`src/rtl/debouncer_bank.sv`:
```
// -----------------------------------------------------------------------------
// debouncer_bank
//
// Multi-channel push-button debouncer running entirely on one clock. A shared
// prescaler produces a one-clk sampling strobe (a clock enable, never a derived
// clock). Each channel:
//   - optionally inverts its raw input (active-low buttons),
//   - passes it through a two-flop synchroniser,
//   - qualifies the synchronised value on sampling ticks: the published level
//     only changes after STABLE consecutive tick samples that all disagree
//     with it,
//   - emits registered one-clk rise/fall pulses when the level changes.
//
// Parameters
//   CHANNELS  number of independent button inputs
//   DIV       clk cycles per sampling tick (>= 2)
//   STABLE    consecutive differing samples needed to change the level (>= 1)
//   POLARITY  per-channel mask, bit=1 inverts that raw input
//
// Ports
//   clk        system clock, rising edge
//   rst_n      synchronous active-low reset
//   btn_raw    asynchronous raw button inputs
//   btn_level  debounced, polarity-corrected levels
//   btn_rise   one-clk pulse when btn_level goes 0->1
//   btn_fall   one-clk pulse when btn_level goes 1->0
//   tick       sampling strobe, one clk wide, period DIV
// -----------------------------------------------------------------------------
module debouncer_bank #(
  parameter int                    CHANNELS = 5,
  parameter int                    DIV      = 350,
  parameter int                    STABLE   = 3,
  parameter logic [CHANNELS-1:0]   POLARITY = {CHANNELS{1'b0}}
) (
  input  logic                clk,
  input  logic                rst_n,
  input  logic [CHANNELS-1:0] btn_raw,
  output logic [CHANNELS-1:0] btn_level,
  output logic [CHANNELS-1:0] btn_rise,
  output logic [CHANNELS-1:0] btn_fall,
  output logic                tick
);

  localparam int PW = $clog2(DIV);
  localparam int CW = $clog2(STABLE + 1);

  localparam logic [PW-1:0] LP_DIV_LAST = PW'(DIV - 1);
  // A channel commits on the sample that would make cnt reach STABLE, so the
  // counter only ever holds 0..STABLE-1.
  localparam logic [CW-1:0] LP_CNT_LAST = CW'(STABLE - 1);

  // ---------------------------------------------------------------------------
  // Shared prescaler
  // ---------------------------------------------------------------------------
  logic [PW-1:0] r_div;
  logic          w_tick;

  // NOTE: every register in this file is updated with non-blocking
  // assignments so all flops sample pre-edge values, as real hardware does.
  always_ff @(posedge clk) begin
    if (!rst_n) begin
      r_div <= '0;
    end else if (r_div == LP_DIV_LAST) begin
      r_div <= '0;
    end else begin
      r_div <= r_div + 1'b1;
    end
  end

  assign w_tick = (r_div == LP_DIV_LAST);
  assign tick   = w_tick;

  // ---------------------------------------------------------------------------
  // Polarity correction and two-flop synchroniser. The XOR sits in front of
  // the first flop so nothing combinational lies between s1 and s2.
  // ---------------------------------------------------------------------------
  logic [CHANNELS-1:0] r_s1;
  logic [CHANNELS-1:0] r_s2;

  always_ff @(posedge clk) begin
    if (!rst_n) begin
      r_s1 <= '0;
      r_s2 <= '0;
    end else begin
      r_s1 <= btn_raw ^ POLARITY;
      r_s2 <= r_s1;
    end
  end

  // ---------------------------------------------------------------------------
  // Per-channel qualifier. Each channel owns its registers so no vector is
  // driven from more than one process.
  // ---------------------------------------------------------------------------
  for (genvar g = 0; g < CHANNELS; g++) begin : g_chan
    logic [CW-1:0] r_cnt;
    logic          r_level;
    logic          r_rise;
    logic          r_fall;

    // NOTE: the stable counters are reset along with everything else; a
    // reset in the middle of qualification must discard partial progress.
    always_ff @(posedge clk) begin
      if (!rst_n) begin
        r_cnt   <= '0;
        r_level <= 1'b0;
        r_rise  <= 1'b0;
        r_fall  <= 1'b0;
      end else begin
        // Pulses live for exactly one clk after the committing edge.
        r_rise <= 1'b0;
        r_fall <= 1'b0;
        if (w_tick) begin
          if (r_s2[g] == r_level) begin
            // Any agreeing sample restarts qualification (bounce rejection).
            r_cnt <= '0;
          end else if (r_cnt == LP_CNT_LAST) begin
            r_level <= r_s2[g];
            r_cnt   <= '0;
            r_rise  <= r_s2[g];
            r_fall  <= ~r_s2[g];
          end else begin
            r_cnt <= r_cnt + 1'b1;
          end
        end
      end
    end

    assign btn_level[g] = r_level;
    assign btn_rise[g]  = r_rise;
    assign btn_fall[g]  = r_fall;
  end

endmodule

```
`config.mk`:
```
export PLATFORM = sky130hd
export DESIGN_NAME = debouncer_bank
export DESIGN_NICKNAME = d
export VERILOG_FILES = /design/src/rtl/debouncer_bank.sv
export SDC_FILE = /design/constraint.sdc
export NUM_CORES = 1
export LEC_CHECK = 0
export ABC_CLOCK_PERIOD_IN_PS = 2600
export CORE_MARGIN = 5
export CORE_UTILIZATION = 30
export DETAILED_ROUTE_END_ITERATION = 8
export PLACE_DENSITY = 0.47
export SETUP_SLACK_MARGIN = 0.15
export SKIP_CTS_REPAIR_TIMING = 1
export SLEW_MARGIN = 20
export SYNTH_ARGS = -nofsm -noshare
export SYNTH_HDL_FRONTEND = slang
export SYNTH_SLANG_ARGS = --single-unit
```
`constraint.sdc`:
```
create_clock -name clk -period 2.6 [get_ports clk]
set_clock_uncertainty 0.05 [all_clocks]
set_input_delay 0.52 -clock clk [delete_from_list [all_inputs] [get_ports clk]]
set_output_delay 0.52 -clock clk [all_outputs]
set_load 0.1 [all_outputs]
```
==> metrics.md <==
| Metric | Value |
|---|---|
| Status | complete, no violations |
| Cell Area, Placed | ~2200 sq um |
| Relative slew slack | 67.9% |
| Peak supply drop | 296 uV |
| RePlAce Congestion | 0.682 |
| Initial antenna violation count | 0 |
| Worst Tran Pin Value | 0.481 ns |
| Die H | 92.1 um |
| Post-Syn Instances | 211 |
| Seq cells post-synth | 44 |
| Ports | 23 |
| Number of global-route vias before repair | 1405 |
| Total wire length | 3.91 mm |
| RSZ-0062 raised after global routing | false |
| Final HPWL DP | 2.69 mm |
| Final setup fails | 0 |
| Net Count, Synth | 220 |
| CP Max Fanout | 5 |
| Arr. time, crit path | 1.45 ns |
| Final Cycle Share | around 78% |
| H-tree Lvls | 2 |
| GRT Total Usage | 9.98% |
| Crit path time final | 2.02 ns |
| Crit end category | output port |
| Final Hold Fails | 0 |
| Layout cells sized above 1 | 19.5% |
| Chip width | 92.1 um |
| Initial detailed-routing violation count | 68 |
| Post-synth top area share | 43.6% |
| Routed WL per cell | 13.0 um |
| Final Instance Area | approximately 2300 sq um |
| Vias | 1478 |
| Drt via density | 4.91 |
| Router iterations before antenna repair | 4 |
| IO Port Bufs | 22 |
| Clock Tree Buf Depth | 2 |
| Root buffer selected by CTS | clkbuf_8 |
| Largest area contributor in the netlist | dfxtp_1 |
| Async S/R FF share, synth | 0% |
| Hold crit path type | flop to flop |
| Row Count | 30 |
| Fin cells | about 300 |
| Setup crit start kind | flop |
| Largest net degree at the start of global routing | 20 |
| Number of synthesized flops with an enable pin | 0 |
| Number of clock sinks | 44 |
| Setup tns final | 0 ns |
| Post-Syn Area | 2020 sq um |
| Initial Util | a little over 30% |
| CORE AREA | around 6700 sq um |
| Pins Over Slew Limit | 0 |
| # Max-Cap Violations | 0 |
| CTS Buf Count | 5 |
| Clock transition at the registers of the reported paths | 0.09 ns |
| Clock latency on the worst-skew pair | 0.29 ns |
| Grt total ovfl | 0 |
| Area delta synth->final | 13.9% |
| CTS tree | yes |
| Cells after DPL | 293 |
| Synth cell types | 35 |
| Post-synth top flop | dfxtp_1 |
| Pwr dens | approximately 570 nW/um^2 |
| Max Fclk | 496 MHz |
| Filler Cell Count | 684 |
| Leakage power | between 0.8 and 0.9 nW |
| Synth warn | 0 |
| Final ANT Viol Nets | 0 |
| Area contributors post-synth | dfxtp_1, buf_4, o31ai_1 |
| CP Data Required Time | roughly 2.0 ns |
| Seq/Total Area, Yosys | 43.6% |
| DRC | 0 |
| First-pass GRT wire length | 6.80 mm |
| Final #Nets | roughly 230 |
| Die area | 8480 sq um |
| Avg Cell Area, Syn | 9.58 sq um |
| CP Class | flop to output port |
| Diode count | 0 |
[worst paths after layout]
check	start	to	slack [ns]	cells past startpoint
min reg2reg	r_s1[4]$_SDFF_PN0_	r_s2[4]$_SDFF_PN0_	0.39	1
min	r_s1[4]$_SDFF_PN0_	r_s2[4]$_SDFF_PN0_	0.39	1
max reg2reg	r_div[0]$_SDFF_PP0_	g_chan[1].r_fall$_SDFF_PP0_	0.97	5
max	r_div[0]$_SDFF_PP0_	tick	0.58	4
[metrics by stage]
stage / hold slack (ns) / setup slack, ns / power (mW) / util, %
detailed placement: 0.369 / 0.734 / 0.797 / 32.8
CTS: 0.392 / 0.554 / 1.33 / 34.5
global placement: 0.368 / 0.758 / 0.797 / 32.8
floorplan: 0.362 / 0.248 / 0.770 / -
global route: 0.403 / 0.440 / 1.37 / 34.5
finish: 0.389 / 0.585 / 1.30 / 34.5
[registers in the layout (all words and copies together), names as in the netlist]
| signal | count |
|---|---|
| g_chan.r_cnt | 10 |
| g_chan.r_fall | 5 |
| g_chan.r_level | 5 |
| g_chan.r_rise | 5 |
| r_div | 9 |
| r_s1 | 5 |
| r_s2 | 5 |
[cell type report]
cell class	count	area [sq um]	share of cell area, %
Inverter	10	37.5	1.63
Clock buffer	5	68.8	2.99
Multi-Input combinational cell	131	936	40.6
Sequential cell	44	881	38.2
Tap cell	80	100	4.35
Timing Repair Buffer	28	238	10.3
Clock inverter	3	42.5	1.85
[placed cells by master, fill, tap and decap left out, types with 3 or more instances in the layout]
cell type / instances
a21oi_1: 12
and2_1: 11
buf_4: 21
clkbuf_8: 5
clkdlybuf4s50_1: 6
dfxtp_1: 44
inv_1: 9
mux2i_1: 5
nand2_1: 17
nand2b_1: 6
nand4_1: 11
nand4b_1: 5
nor2_1: 6
nor2b_1: 5
nor3_1: 4
nor4_2: 4
nor4b_2: 5
o211ai_1: 3
o31ai_1: 11
xor2_1: 5
[power breakdown]
group | switching (mW) | internal (mW)
Combinational | 0.0354 | 0.0301
Clock | 0.239 | 0.285
Sequential | 0.0232 | 0.692
[kinds of logic (layout without fill, tap and decap cells)]
group / after synthesis / in the layout / synth area share [%]
AND/OR/NAND/NOR: 86 / 86 / 29.3
flip-flops: 44 / 44 / 43.6
buffers and inverters: 36 / 46 / 10.1
AO/OA/AOI/OAI: 31 / 31 / 10.1
XOR/XNOR: 6 / 6 / 2.60
multiplexers: 6 / 6 / 3.03
adder cells (fa/ha/maj): 2 / 2 / 1.24
[cells in the mapped netlist (all sizes together) (2+ instances only)]
cell / instances
nand4b: 5
dfxtp: 44
nand3: 4
ha: 2
inv: 10
o311ai: 2
o31ai: 11
o211ai: 3
nor4b: 5
nor4: 5
or3: 2
nand2b: 6
nor3: 4
xor2: 5
mux2i: 5
clkbuf: 4
nand2: 17
a21oi: 12
and2: 11
buf: 22
a31oi: 2
nor2: 6
or4: 2
nand4: 11
nor2b: 5
[worst max-delay path, stage by stage (launching register included)]
cell	delay [ns]
dfxtp_1	0.40
ha_1	0.19
and4_1	0.18
and2_1	0.19
buf_12	0.19
[layer usage]
layer  up-vias  wire length, um  GRT usage [%]
met2        28             1790           15.8
met1       691             1870           12.8
li1        754                -              -
met3         5              204           2.79
met5         -                0              0
met4         0               53           4.08
(Power assumes the default switching activity.)
